### src/rtl/countdown_60.sv
// rtl/countdown_60.sv - BCD mm:ss countdown timer (59:59 .. 00:00) with preset, pause and done
module countdown_60 (
   input  logic       clk,
   input  logic       reset,
   input  logic       tick,
   input  logic       load,
   input  logic [7:0] load_min,
   input  logic [7:0] load_sec,
   input  logic       start,
   input  logic       pause,
   output logic [7:0] min_bcd,
   output logic [7:0] sec_bcd,
   output logic       running,
   output logic       borrow,
   output logic       done,
   output logic       expired,
   output logic       load_err
);

   typedef enum logic [1:0] {IDLE, RUN, PAUSE, DONE} state_t;

   state_t     state;
   logic       preset_ok;
   logic [7:0] sec_dec;
   logic [7:0] min_dec;
   logic [7:0] min_next;
   logic       sec_wrap;
   logic       count_zero;
   logic       next_zero;

   // A preset is accepted only if every digit is BCD and both tens digits are at most 5
   assign preset_ok = (load_min[7:4] <= 4'd5) && (load_min[3:0] <= 4'd9) &&
                      (load_sec[7:4] <= 4'd5) && (load_sec[3:0] <= 4'd9);

   assign count_zero = (min_bcd == 8'h00) && (sec_bcd == 8'h00);

   // One-second BCD decrement of the current count, with seconds-to-minutes borrow
   always_comb begin
      sec_wrap = 1'b0;
      sec_dec  = sec_bcd;
      min_dec  = min_bcd;
      if (sec_bcd[3:0] != 4'd0) begin
         sec_dec = {sec_bcd[7:4], sec_bcd[3:0] - 4'd1};
      end else if (sec_bcd[7:4] != 4'd0) begin
         sec_dec = {sec_bcd[7:4] - 4'd1, 4'd9};
      end else begin
         sec_dec  = 8'h59;
         sec_wrap = 1'b1;
      end
      // Minutes at 00 are held rather than wrapped; RUN never reaches that with seconds at 00
      if (min_bcd[3:0] != 4'd0) begin
         min_dec = {min_bcd[7:4], min_bcd[3:0] - 4'd1};
      end else if (min_bcd[7:4] != 4'd0) begin
         min_dec = {min_bcd[7:4] - 4'd1, 4'd9};
      end
      min_next  = sec_wrap ? min_dec : min_bcd;
      next_zero = (min_next == 8'h00) && (sec_dec == 8'h00);
   end

   // Control FSM and count registers; priority is load > pause > start > tick
   always_ff @(posedge clk or negedge reset) begin
      if (!reset) begin
         state    <= IDLE;
         min_bcd  <= 8'h00;
         sec_bcd  <= 8'h00;
         running  <= 1'b0;
         borrow   <= 1'b0;
         done     <= 1'b0;
         expired  <= 1'b0;
         load_err <= 1'b0;
      end else begin
         borrow   <= 1'b0;
         done     <= 1'b0;
         load_err <= 1'b0;
         if (load) begin
            if (preset_ok) begin
               min_bcd <= load_min;
               sec_bcd <= load_sec;
               state   <= IDLE;
               running <= 1'b0;
               expired <= 1'b0;
            end else begin
               load_err <= 1'b1;
            end
         end else if (pause) begin
            if (state == RUN) begin
               state   <= PAUSE;
               running <= 1'b0;
            end
         end else if (start) begin
            if (state == IDLE) begin
               if (count_zero) begin
                  state   <= DONE;
                  done    <= 1'b1;
                  expired <= 1'b1;
               end else begin
                  state   <= RUN;
                  running <= 1'b1;
               end
            end else if (state == PAUSE) begin
               state   <= RUN;
               running <= 1'b1;
            end
         end else if (tick && state == RUN) begin
            sec_bcd <= sec_dec;
            min_bcd <= min_next;
            borrow  <= sec_wrap;
            if (next_zero) begin
               state   <= DONE;
               running <= 1'b0;
               done    <= 1'b1;
               expired <= 1'b1;
            end
         end
      end
   end

endmodule
### config.mk
export PLATFORM = sky130hd
export DESIGN_NAME = countdown_60
export DESIGN_NICKNAME = d
export VERILOG_FILES = /design/src/rtl/countdown_60.sv
export SDC_FILE = /design/constraint.sdc
export NUM_CORES = 1
export LEC_CHECK = 0
export BUFFER_PORTS_ARGS = -buffer_cell sky130_fd_sc_hd__buf_2
export CAP_MARGIN = 20
export CORE_UTILIZATION = 52
export DETAILED_ROUTE_END_ITERATION = 8
export PLACE_DENSITY_LB_ADDON = 0.1
export SYNTH_ARGS = -nofsm -noshare
export SYNTH_HDL_FRONTEND = slang
export SYNTH_SLANG_ARGS = --single-unit
### constraint.sdc
create_clock -name clk -period 2.8 [get_ports clk]
set_input_delay 0.28 -clock clk [delete_from_list [all_inputs] [get_ports clk]]
set_output_delay 0.28 -clock clk [all_outputs]
set_load 0.05 [all_outputs]
**Yosys cells after proc, flatten, opt, wreduce, memory -nomap -nowiden**

Index checks and enable logic that the tools add are counted.

- Register bits after elaboration: 23
- Input port bits: 22
- Output and inout bits: 21
- Word-level logic and storage cells: 107

- Add/subtract/negate cells: 4
- Magnitude comparators: 4
- Equality and inequality tests: 10
- Muxes and demuxes: 57
- Reductions and logical operators: 24

Operator list:

| kind | count |
|---|---|
| $mux W8 | 15 |
| $logic_not A8 Y1 | 4 |
| $mux W1 | 32 |
| $reduce_bool A4 Y1 | 6 |
| $mux W2 | 10 |
| $sub A4 B1 Y4 const B | 4 |
| $reduce_and A6 Y1 | 2 |
| $ne A3 B2 Y1 const B | 3 |
| $le A4 B3 Y1 const B | 2 |
| $le A4 B4 Y1 const B | 2 |
| $logic_and A1 B1 Y1 | 6 |
| $reduce_bool A3 Y1 | 2 |
| $ne A5 B2 Y1 const B | 1 |
| $ne A5 B5 Y1 const B | 1 |
| $reduce_and A5 Y1 | 1 |
| $ne A2 B2 Y1 const B | 2 |
| $reduce_and A4 Y1 | 1 |
| $eq A2 B1 Y1 const B | 1 |
| $eq A2 B2 Y1 const B | 1 |
| $logic_not A2 Y1 | 1 |
| $ne A2 B1 Y1 const B | 1 |
| $reduce_bool A2 Y1 | 1 |

**Logic depth before layout (Yosys ltp)**

Gate-level depths: netlist of run 1.

- Word-level depth: 11
- Gate-level depth with buffers: 9
- Depth with buffers taken out: 8

**Worst setup path before layout of run 1**

Ideal clock, no wire load.

- Path type: reg-to-reg
- Start point: register min_bcd[0]
- End point: register state[1]
- Setup time: 0.134 ns
- Data arrival time: 2.144 ns
- Required time: 2.666 ns
- Slack: 0.522 ns
- Cell stages (with the launch flop): 10
- Path buffers: 1
- Period minus slack after synthesis: 2.278 ns
- Cells stage by stage: dfrtp_1 > buf_4 > inv_1 > ha_1 > nor3b_4 > nand4_1 > mux2i_1 > a31o_1 > o211ai_1 > o21ai_1

- Word-level cells in the longest chain between the ends: 7
- Elaborated cells on any way between the ends: 16
- Classes of those cells: add/sub (1); mux (8); reduce/logical (7)

RTL lines:

| what | RTL line | source |
|---|---|---|
| start: declaration | 11 | `output logic [7:0] min_bcd,` |
| start signal: assignment | 77 | `min_bcd <= load_min;` |
| start signal: assignment | 106 | `min_bcd <= min_next;` |
| $sub A4 B1 Y4 (tied with other cells) | 52 | `min_dec = {min_bcd[7:4], min_bcd[3:0] - 4'd1};` |
| $mux W8 / $logic_and A1 B1 Y1 (equally long branches) | 51, 35 |  |
| $mux W8 / $mux W2 (equally long branches) | 56, 92 |  |
| $logic_not A8 Y1 / $mux W2 (equally long branches) | 57, 91 |  |
| $logic_and A1 B1 Y1 / $mux W2 (equally long branches) | 57, 90 |  |
| $reduce_bool A4 Y1 (no source line) / $mux W2 (equally long branches) | - |  |
| $reduce_and A5 Y1 (no source line) / $mux W2 (equally long branches) | - |  |
| end signal: assignment | 63 | `state <= IDLE;` |
| end signal: assignment | 79 | `state <= IDLE;` |
| end signal: assignment | 87 | `state <= PAUSE;` |
| end: declaration | 22 | `state_t state;` |

Parallel ways exist; a longest one is shown, timed or not.
A chain may end at the register's enable or synchronous reset.

**Final worst setup path of run 1**

- Start point: register min_bcd[1]
- End point: register expired

- Word-level cells in the longest chain between the ends: 7
- Elaborated cells on any way between the ends: 12
- Classes of those cells: add/sub (1); eq/ne (1); mux (3); reduce/logical (7)

RTL lines:

| what | RTL line | source |
|---|---|---|
| $sub A4 B1 Y4 (tied with other cells) | 52 |  |
| $mux W8 | 51 | `if (min_bcd[3:0] != 4'd0) begin` |
| $mux W8 | 56 | `min_next = sec_wrap ? min_dec : min_bcd;` |
| $logic_not A8 Y1 | 57 | `next_zero = (min_next == 8'h00) && (sec_dec == 8'h00);` |
| $logic_and A1 B1 Y1 | 57 |  |
| $reduce_bool A3 Y1 (no source line) | - |  |
| $reduce_and A6 Y1 (no source line) (*) | - |  |
| end signal: assignment | 69 | `expired <= 1'b0;` |
| end signal: assignment | 81 | `expired <= 1'b0;` |
| end signal: assignment | 95 | `expired <= 1'b1;` |
| end: declaration | 16 | `output logic expired,` |

Every way passes the cells marked *; elsewhere a longest branch is shown, timed or not.

==> impl_metrics.prom, run 1 <==
# TYPE chip_impl_metric gauge
chip_impl_info{name="status",value="finished, violations left"} 1
chip_impl_info{name="violations",value="design-rule violations"} 1
chip_impl_metric{name="die_height",unit="um"} 57.9
chip_impl_metric{name="yosys_warnings",unit=""} 0
chip_impl_metric{name="routed_wire_length_per_instance",unit="um"} 16.2
chip_impl_metric{name="arrival_time_of_data_at_the_critical_path_endpoint",unit="ps"} 2650
chip_impl_info{name="timing.critical_path.to_type",value="flop"} 1
chip_impl_metric{name="nFillCells",unit=""} 248
chip_impl_metric{name="swShare",unit="%"} 52.5
chip_impl_metric{name="grt.total_usage",unit="%"} 27.2
chip_impl_info{name="hold_path_class",value="in2reg"} 1
chip_impl_metric{name="floorplan.rows",unit=""} 19
chip_impl_metric{name="total_power",unit="mW"} 1.47
chip_impl_metric{name="synth-seq-cells",unit=""} 23
chip_impl_metric{name="synth_top_area_share",unit="%"} 35.5
chip_impl_metric{name="placed_area",unit="sq mm"} 0.00182
chip_impl_metric{name="final_setup_viols",unit=""} 0
chip_impl_metric{name="detail-route-antenna-nets",unit=""} 0
chip_impl_metric{name="synth_edf_count",unit=""} 0
chip_impl_metric{name="worst-endpoint-required",unit="ps"} 3050
chip_impl_metric{name="routed_wirelength",unit="mm"} 4.19
chip_impl_info{name="synth.largest_area_cell",value="sky130_fd_sc_hd__dfrtp_1"} 1
chip_impl_metric{name="post-place-cells",unit=""} 254
chip_impl_metric{name="synthesis.area_per_instance",unit="sq um"} 8.63
chip_impl_metric{name="powerDensity",unit="mW/mm^2"} 794
chip_impl_metric{name="boundaryPins",unit=""} 43
chip_impl_metric{name="combPwrFrac",unit="%"} 50.6
chip_impl_info{name="rsz_0062_raised_after_global_routing",value="no"} 1
chip_impl_metric{name="grt_start_max_net_pins",unit=""} 24
chip_impl_metric{name="maximum_clock_frequency",unit="GHz"} 0.417
chip_impl_metric{name="synthesis.instances",unit=""} 188
chip_impl_metric{name="cell_internal_pwr",unit="uW"} 698
chip_impl_metric{name="instances_no_fill",unit=""} 259
chip_impl_metric{name="floorplan.initialDensity",unit="%"} 56.9
chip_impl_metric{name="power.leakage",unit="nW"} 0.815
chip_impl_metric{name="report.final.slew_viol_count",unit=""} 0
chip_impl_metric{name="cap_viol_max_count",unit=""} 0
chip_impl_metric{name="vias_per_cell",unit=""} 6.43
chip_impl_metric{name="cts_buffer_depth",unit=""} 2
chip_impl_metric{name="final.setup_skew",unit="ps"} 8.77
chip_impl_metric{name="die-area",unit="sq mm"} 0.00335
chip_impl_metric{name="synth.distinct_cells",unit=""} 57
chip_impl_metric{name="synth.yosys.seq_area_share",unit="%"} 35.5
chip_impl_metric{name="timing_worst_slew_pin_value",unit="ps"} 1020
chip_impl_metric{name="mappedNetlistArea",unit="sq mm"} 0.00162
chip_impl_metric{name="fin_nets",unit=""} 253
chip_impl_metric{name="path_clk_slew",unit="ps"} 140
chip_impl_metric{name="cts-resized-gates",unit=""} 0
chip_impl_metric{name="drc",unit=""} 2
chip_impl_metric{name="vias_in_the_first_global_route",unit=""} 1521
chip_impl_info{name="top_cells_by_area_synth",value="sky130_fd_sc_hd__dfrtp_1 (35%), sky130_fd_sc_hd__a21oi_1 (4.6%), sky130_fd_sc_hd__o21ai_0 (4.0%), sky130_fd_sc_hd__nand2_1 (3.9%), sky130_fd_sc_hd__inv_1 (3.0%)"} 1
chip_impl_metric{name="clk-insertion-delay-late",unit="ps"} 310
chip_impl_metric{name="drtPass1Iterations",unit=""} 6
chip_impl_metric{name="gpl.final_weighted_congestion",unit=""} 0.888
chip_impl_metric{name="num_antenna_cells",unit=""} 0
chip_impl_metric{name="number_of_antenna_violations_at_the_first_check_in_global_routing",unit=""} 0
chip_impl_metric{name="pwr-share-seq",unit="%"} 38.7
chip_impl_metric{name="ys_async_sr_fraction",unit="%"} 100
chip_impl_info{name="clock_tree_from_tritoncts",value="yes"} 1
chip_impl_metric{name="port-buffer-count",unit=""} 42
chip_impl_metric{name="grt_remaining_overflow",unit=""} 0
chip_impl_metric{name="core_area",unit="sq mm"} 0.00285
chip_impl_metric{name="fin_tns_setup",unit="ps"} 0
chip_impl_info{name="worstSetupPathType",value="reg2reg"} 1
chip_impl_metric{name="post_synthesis_net_count",unit=""} 212
chip_impl_metric{name="numClockSinks",unit=""} 23
chip_impl_metric{name="finalHoldViolations",unit=""} 0
chip_impl_metric{name="place.detailed.hpwl",unit="mm"} 3.14
chip_impl_metric{name="worst_slew_margin_rel",unit="%"} 31.9
chip_impl_metric{name="cts.htree.levels",unit=""} 1
chip_impl_info{name="cts.root.buffer_cell",value="sky130_fd_sc_hd__clkbuf_4"} 1
chip_impl_info{name="critical_path.startpoint_type",value="flop"} 1
chip_impl_metric{name="final.hold.worst_slack",unit="ps"} 215
chip_impl_metric{name="die_width",unit="um"} 57.9
chip_impl_metric{name="timing.final.crit_share",unit="%"} 85.6
chip_impl_info{name="postSynth.topFlopCell",value="sky130_fd_sc_hd__dfrtp_1"} 1
chip_impl_metric{name="drive_above_1_share",unit="%"} 27.2
chip_impl_metric{name="fin_crit",unit="ps"} 2400
chip_impl_metric{name="vdd.ir_drop.worst",unit="V"} 0.000531
chip_impl_metric{name="num_vias",unit=""} 1666
chip_impl_metric{name="wire_length_of_the_first_global_routing_pass",unit="mm"} 7.08
chip_impl_metric{name="switchingPower",unit="uW"} 772
chip_impl_metric{name="area_growth_syn_to_layout",unit="%"} 14.1
chip_impl_metric{name="power_frac_clock",unit="%"} 10.7
chip_impl_metric{name="cts-buffers-inserted",unit=""} 3
chip_impl_metric{name="worstPathMaxFanout",unit=""} 8
chip_impl_metric{name="final_cell_area",unit="sq mm"} 0.00185
chip_impl_metric{name="drt-initial-drc-count",unit=""} 82
cell usage in the layout (no fill, tap or decap), types with 5 or more instances in the layout:
master	n
sky130_fd_sc_hd__buf_2	42
sky130_fd_sc_hd__dfrtp_1	23
sky130_fd_sc_hd__nand2_1	17
sky130_fd_sc_hd__a21oi_1	15
sky130_fd_sc_hd__inv_1	13
sky130_fd_sc_hd__o21ai_0	13
sky130_fd_sc_hd__nor2_1	13
sky130_fd_sc_hd__nor3_1	7
sky130_fd_sc_hd__nand4_1	6
sky130_fd_sc_hd__o21ai_1	6
sky130_fd_sc_hd__a31oi_1	5
kinds of logic (layout without fill, tap and decap cells):
kind of cell	count (synthesis)	after routing	synth area share, %
AOI/OAI and AO/OA	71	71	29.1
and+or+nand+nor	67	67	24.7
DFF	23	23	35.5
buffers and inverters	23	63	7.86
adders and majority gates	2	2	1.54
muxes	2	2	1.31
worst paths after layout:
path,startpoint,endpoint,slack (ps),cells after the start
max,min_bcd[1],expired,400,8
min,load_min[2],min_bcd[2],220,2
max reg2reg,min_bcd[1],expired,400,8
min reg2reg,expired,expired,500,1
max in group asynchronous,reset,load_err,1970,2
min in group asynchronous,reset,min_bcd[0],460,2
layout make-up:
cell class	instances	area (sq um)	share of cell area [%]
Inverter	13	48.8	2.64
Timing Repair Buffer	46	243	13.1
Clock buffer	4	26.3	1.42
Tap cell	31	38.8	2.09
Multi-Input combinational cell	142	920	49.7
Sequential cell	23	576	31.1
cell usage after synthesis, drive strengths merged (4+ instances only):
cell type / count
dfrtp: 23
o21ai: 19
nand2: 18
a21oi: 16
nor2: 14
inv: 13
nor3: 9
clkbuf: 6
nand4: 6
a31oi: 5
a22o: 4
buf: 4
registers in the layout, indices dropped and copies added, names as in the netlist:
name      flops
min_bcd       8
running       1
borrow        1
sec_bcd       8
load_err      1
state         2
done          1
expired       1
power by group through the flow:
stage	Combinational, mW	Clock [mW]	Sequential, mW
after floorplan	0.350	0	0.788
after global placement	0.723	0	0.566
after detailed placement	0.736	0	0.575
after CTS	0.740	0.161	0.567
after global routing	0.795	0.174	0.589
final	0.744	0.157	0.569
what timing repair did:
action,CTS,global route
buffers inserted,0,0
endpoints found under the hold margin,23,0
hold buffers,1,0
stage by stage:
| step | setup slack (ps) | utilization (%) |
|---|---|---|
| 6_report | 404 | 64.9 |
| 2_1_floorplan | 522 | - |
| 3_3_place_gp | 507 | 63.6 |
| 3_5_place_dp | 485 | 63.6 |
| 4_1_cts | 438 | 64.9 |
| 5_1_grt | 220 | 64.9 |
metal layers:
metal | track usage (%) | share of wire, %
met5 | 0 | 0
met4 | 7.14 | 1.8
met3 | 3.35 | 6.9
met2 | 44.3 | 47
met1 | 38.3 | 44
worst max-delay path, cell delays in order (launching register included):
cell	delay [ps]
sky130_fd_sc_hd__dfrtp_1	470
sky130_fd_sc_hd__inv_1	140
sky130_fd_sc_hd__ha_1	340
sky130_fd_sc_hd__nor3b_4	340
sky130_fd_sc_hd__nand4_1	150
sky130_fd_sc_hd__mux2i_1	380
sky130_fd_sc_hd__nand4_1	170
sky130_fd_sc_hd__a21oi_2	190
sky130_fd_sc_hd__o22a_1	160
Note: power is estimated with default switching activity, not from simulation.
==> run 2: changes to the inputs <==
--- a/config.mk
+++ b/config.mk
@@ -7,6 +7,8 @@
 export LEC_CHECK = 0
 export BUFFER_PORTS_ARGS = -buffer_cell sky130_fd_sc_hd__buf_2
 export CAP_MARGIN = 20
+export CORE_ASPECT_RATIO = 0.75
+export CORE_MARGIN = 2
 export CORE_UTILIZATION = 52
 export DETAILED_ROUTE_END_ITERATION = 8
 export PLACE_DENSITY_LB_ADDON = 0.1
==> run 2 against run 1 <==
The run now ends clean; critical path type unchanged; worst setup slack got worse by 2.5 ps; flip-flop and latch count did not move; via count fell by 1.7%; die area rose by 7.2%; non-clock buffer count rose by 3; routed wire length rose by 1.4%; clock power rose by 35%; critical path depth did not move; largest power group unchanged; register-to-register slack barely moved.
==> impl_metrics.prom, run 2 (synthesis gave the netlist of run 1 again) <==
# TYPE chip_impl_metric gauge
chip_impl_info{name="status",value="finished clean"} 1
chip_impl_metric{name="final_setup_viols",unit=""} 0
chip_impl_metric{name="drive_above_1_share",unit="%"} 28.1
chip_impl_metric{name="worst-endpoint-required",unit="ps"} 3010
chip_impl_metric{name="powerDensity",unit="mW/mm^2"} 803
chip_impl_metric{name="drtPass1Iterations",unit=""} 4
chip_impl_metric{name="vdd.ir_drop.worst",unit="V"} 0.000670
chip_impl_metric{name="fin_tns_setup",unit="ps"} 0
chip_impl_metric{name="path_clk_slew",unit="ps"} 80
chip_impl_metric{name="arrival_time_of_data_at_the_critical_path_endpoint",unit="ps"} 2610
chip_impl_metric{name="routed_wirelength",unit="mm"} 4.25
chip_impl_info{name="timing.critical_path.to_type",value="flop"} 1
chip_impl_metric{name="clk-insertion-delay-late",unit="ps"} 270
chip_impl_metric{name="boundaryPins",unit=""} 43
chip_impl_metric{name="gpl.final_weighted_congestion",unit=""} 0.869
chip_impl_metric{name="power.leakage",unit="nW"} 0.837
chip_impl_metric{name="cts-resized-gates",unit=""} 0
chip_impl_metric{name="whs_path_depth",unit=""} 2
chip_impl_metric{name="vias_in_the_first_global_route",unit=""} 1480
chip_impl_metric{name="cts_setup_buffers",unit=""} 0
chip_impl_metric{name="die_height",unit="um"} 52.4
chip_impl_metric{name="cap_viol_max_count",unit=""} 0
chip_impl_metric{name="number_of_antenna_violations_at_the_first_check_in_global_routing",unit=""} 0
chip_impl_info{name="final_cell_mix",value="sky130_fd_sc_hd__buf_2 (42), sky130_fd_sc_hd__dfrtp_1 (23), sky130_fd_sc_hd__nand2_1 (17)"} 1
chip_impl_metric{name="die_width",unit="um"} 68.5
chip_impl_metric{name="grt_start_max_net_pins",unit=""} 24
chip_impl_metric{name="routed_wire_length_per_instance",unit="um"} 15.8
chip_impl_metric{name="drc",unit=""} 0
chip_impl_metric{name="num_vias",unit=""} 1638
chip_impl_metric{name="fin_crit",unit="ps"} 2400
chip_impl_metric{name="timing.final.crit_share",unit="%"} 85.7
chip_impl_metric{name="worstPathMaxFanout",unit=""} 9
chip_impl_metric{name="drt-initial-drc-count",unit=""} 127
chip_impl_metric{name="timing_worst_slew_pin_value",unit="ps"} 703
chip_impl_metric{name="core_area",unit="sq mm"} 0.00296
chip_impl_metric{name="numClockSinks",unit=""} 23
chip_impl_metric{name="cts.htree.levels",unit=""} 1
chip_impl_info{name="rsz_0062_raised_after_global_routing",value="no"} 1
chip_impl_metric{name="worst_slew_margin_rel",unit="%"} 53.1
chip_impl_info{name="cts.root.buffer_cell",value="sky130_fd_sc_hd__clkbuf_8"} 1
chip_impl_metric{name="floorplan.rows",unit=""} 17
chip_impl_metric{name="final.setup_skew",unit="ps"} 3.98
chip_impl_metric{name="timing.reg2reg.worst_path_depth",unit=""} 8
chip_impl_info{name="worstSetupPathType",value="reg2reg"} 1
chip_impl_metric{name="cts-buffers-inserted",unit=""} 3
chip_impl_metric{name="vias_per_cell",unit=""} 6.09
chip_impl_metric{name="grt.total_usage",unit="%"} 26.8
chip_impl_info{name="mostFrequentLayoutCell",value="sky130_fd_sc_hd__buf_2"} 1
chip_impl_metric{name="port-buffer-count",unit=""} 42
chip_impl_metric{name="die-area",unit="sq mm"} 0.00359
chip_impl_metric{name="maximum_clock_frequency",unit="GHz"} 0.417
chip_impl_metric{name="fin_nets",unit=""} 256
chip_impl_info{name="critical_path.startpoint_type",value="flop"} 1
chip_impl_metric{name="grt_remaining_overflow",unit=""} 0
chip_impl_metric{name="num_antenna_cells",unit=""} 0
chip_impl_metric{name="holdBufCountCts",unit=""} 1
chip_impl_metric{name="place.detailed.hpwl",unit="mm"} 3.16
chip_impl_info{name="hold_path_class",value="in2reg"} 1
chip_impl_info{name="clock_tree_from_tritoncts",value="yes"} 1
chip_impl_metric{name="area_growth_syn_to_layout",unit="%"} 17.2
chip_impl_metric{name="total_power",unit="mW"} 1.53
chip_impl_info{name="layout_top_registers",value="min_bcd (8), sec_bcd (8), state (2)"} 1
chip_impl_metric{name="cts_buffer_depth",unit=""} 2
chip_impl_metric{name="report.final.slew_viol_count",unit=""} 0
chip_impl_metric{name="floorplan.initialDensity",unit="%"} 54.9
chip_impl_metric{name="wire_length_of_the_first_global_routing_pass",unit="mm"} 7.10
chip_impl_metric{name="finalHoldViolations",unit=""} 0
chip_impl_metric{name="detail-route-antenna-nets",unit=""} 0
[run 2: final timing paths]
kind / startpoint / endpoint / slack, ps
setup / recovery: min_bcd[0] / expired / 400
setup reg to reg: min_bcd[0] / expired / 400
max in group asynchronous: reset / min_bcd[6] / 1930
min in group asynchronous: reset / sec_bcd[6] / 520
hold / removal: load_min[2] / min_bcd[2] / 270
hold reg to reg: expired / expired / 500
[run 2: cell type report]
class,instances,area (sq um)
Clock buffer,4,45.0
Fill cell,283,1050
Inverter,13,48.8
Multi-Input combinational cell,142,920
Sequential cell,23,576
Tap cell,38,47.5
Timing Repair Buffer,49,265
[run 2: critical path, cell delays in order (launching register included)]
cell and delay [ps]:
sky130_fd_sc_hd__dfrtp_1 490, sky130_fd_sc_hd__inv_1 130, sky130_fd_sc_hd__ha_1 320, sky130_fd_sc_hd__nor3b_4 350
sky130_fd_sc_hd__nand4_1 150, sky130_fd_sc_hd__mux2i_1 380, sky130_fd_sc_hd__nand4_1 180, sky130_fd_sc_hd__a21oi_2 190
sky130_fd_sc_hd__o22a_1 150
[run 2: stage by stage]
stage | std cells | util (%) | hold WS [ps] | area, sq um | setup WS [ps]
finish | 269 | 64.3 | 267 | 1900 | 402
global route | 269 | 64.3 | 262 | 1900 | 215
CTS | 268 | 64.1 | 267 | 1890 | 469
detailed placement | 263 | 62.2 | 287 | 1840 | 486
global placement | 263 | 62.2 | 284 | 1840 | 515
floorplan | 188 | - | -15.6 | 1620 | 522
[run 2: power by group]
group | total (mW) | internal [mW] | switching [mW]
clock | 0.212 | 0.102 | 0.110
sequential | 0.570 | 0.411 | 0.159
combinational | 0.745 | 0.233 | 0.512
[run 2: routing by layer]
layer	track usage, %	vias to the layer above	share of wire, %
li1	-	796	-
met1	40.0	765	47
met2	39.7	71	44
met3	5.38	6	8.0
met4	5.67	0	1.0
met5	0	-	0
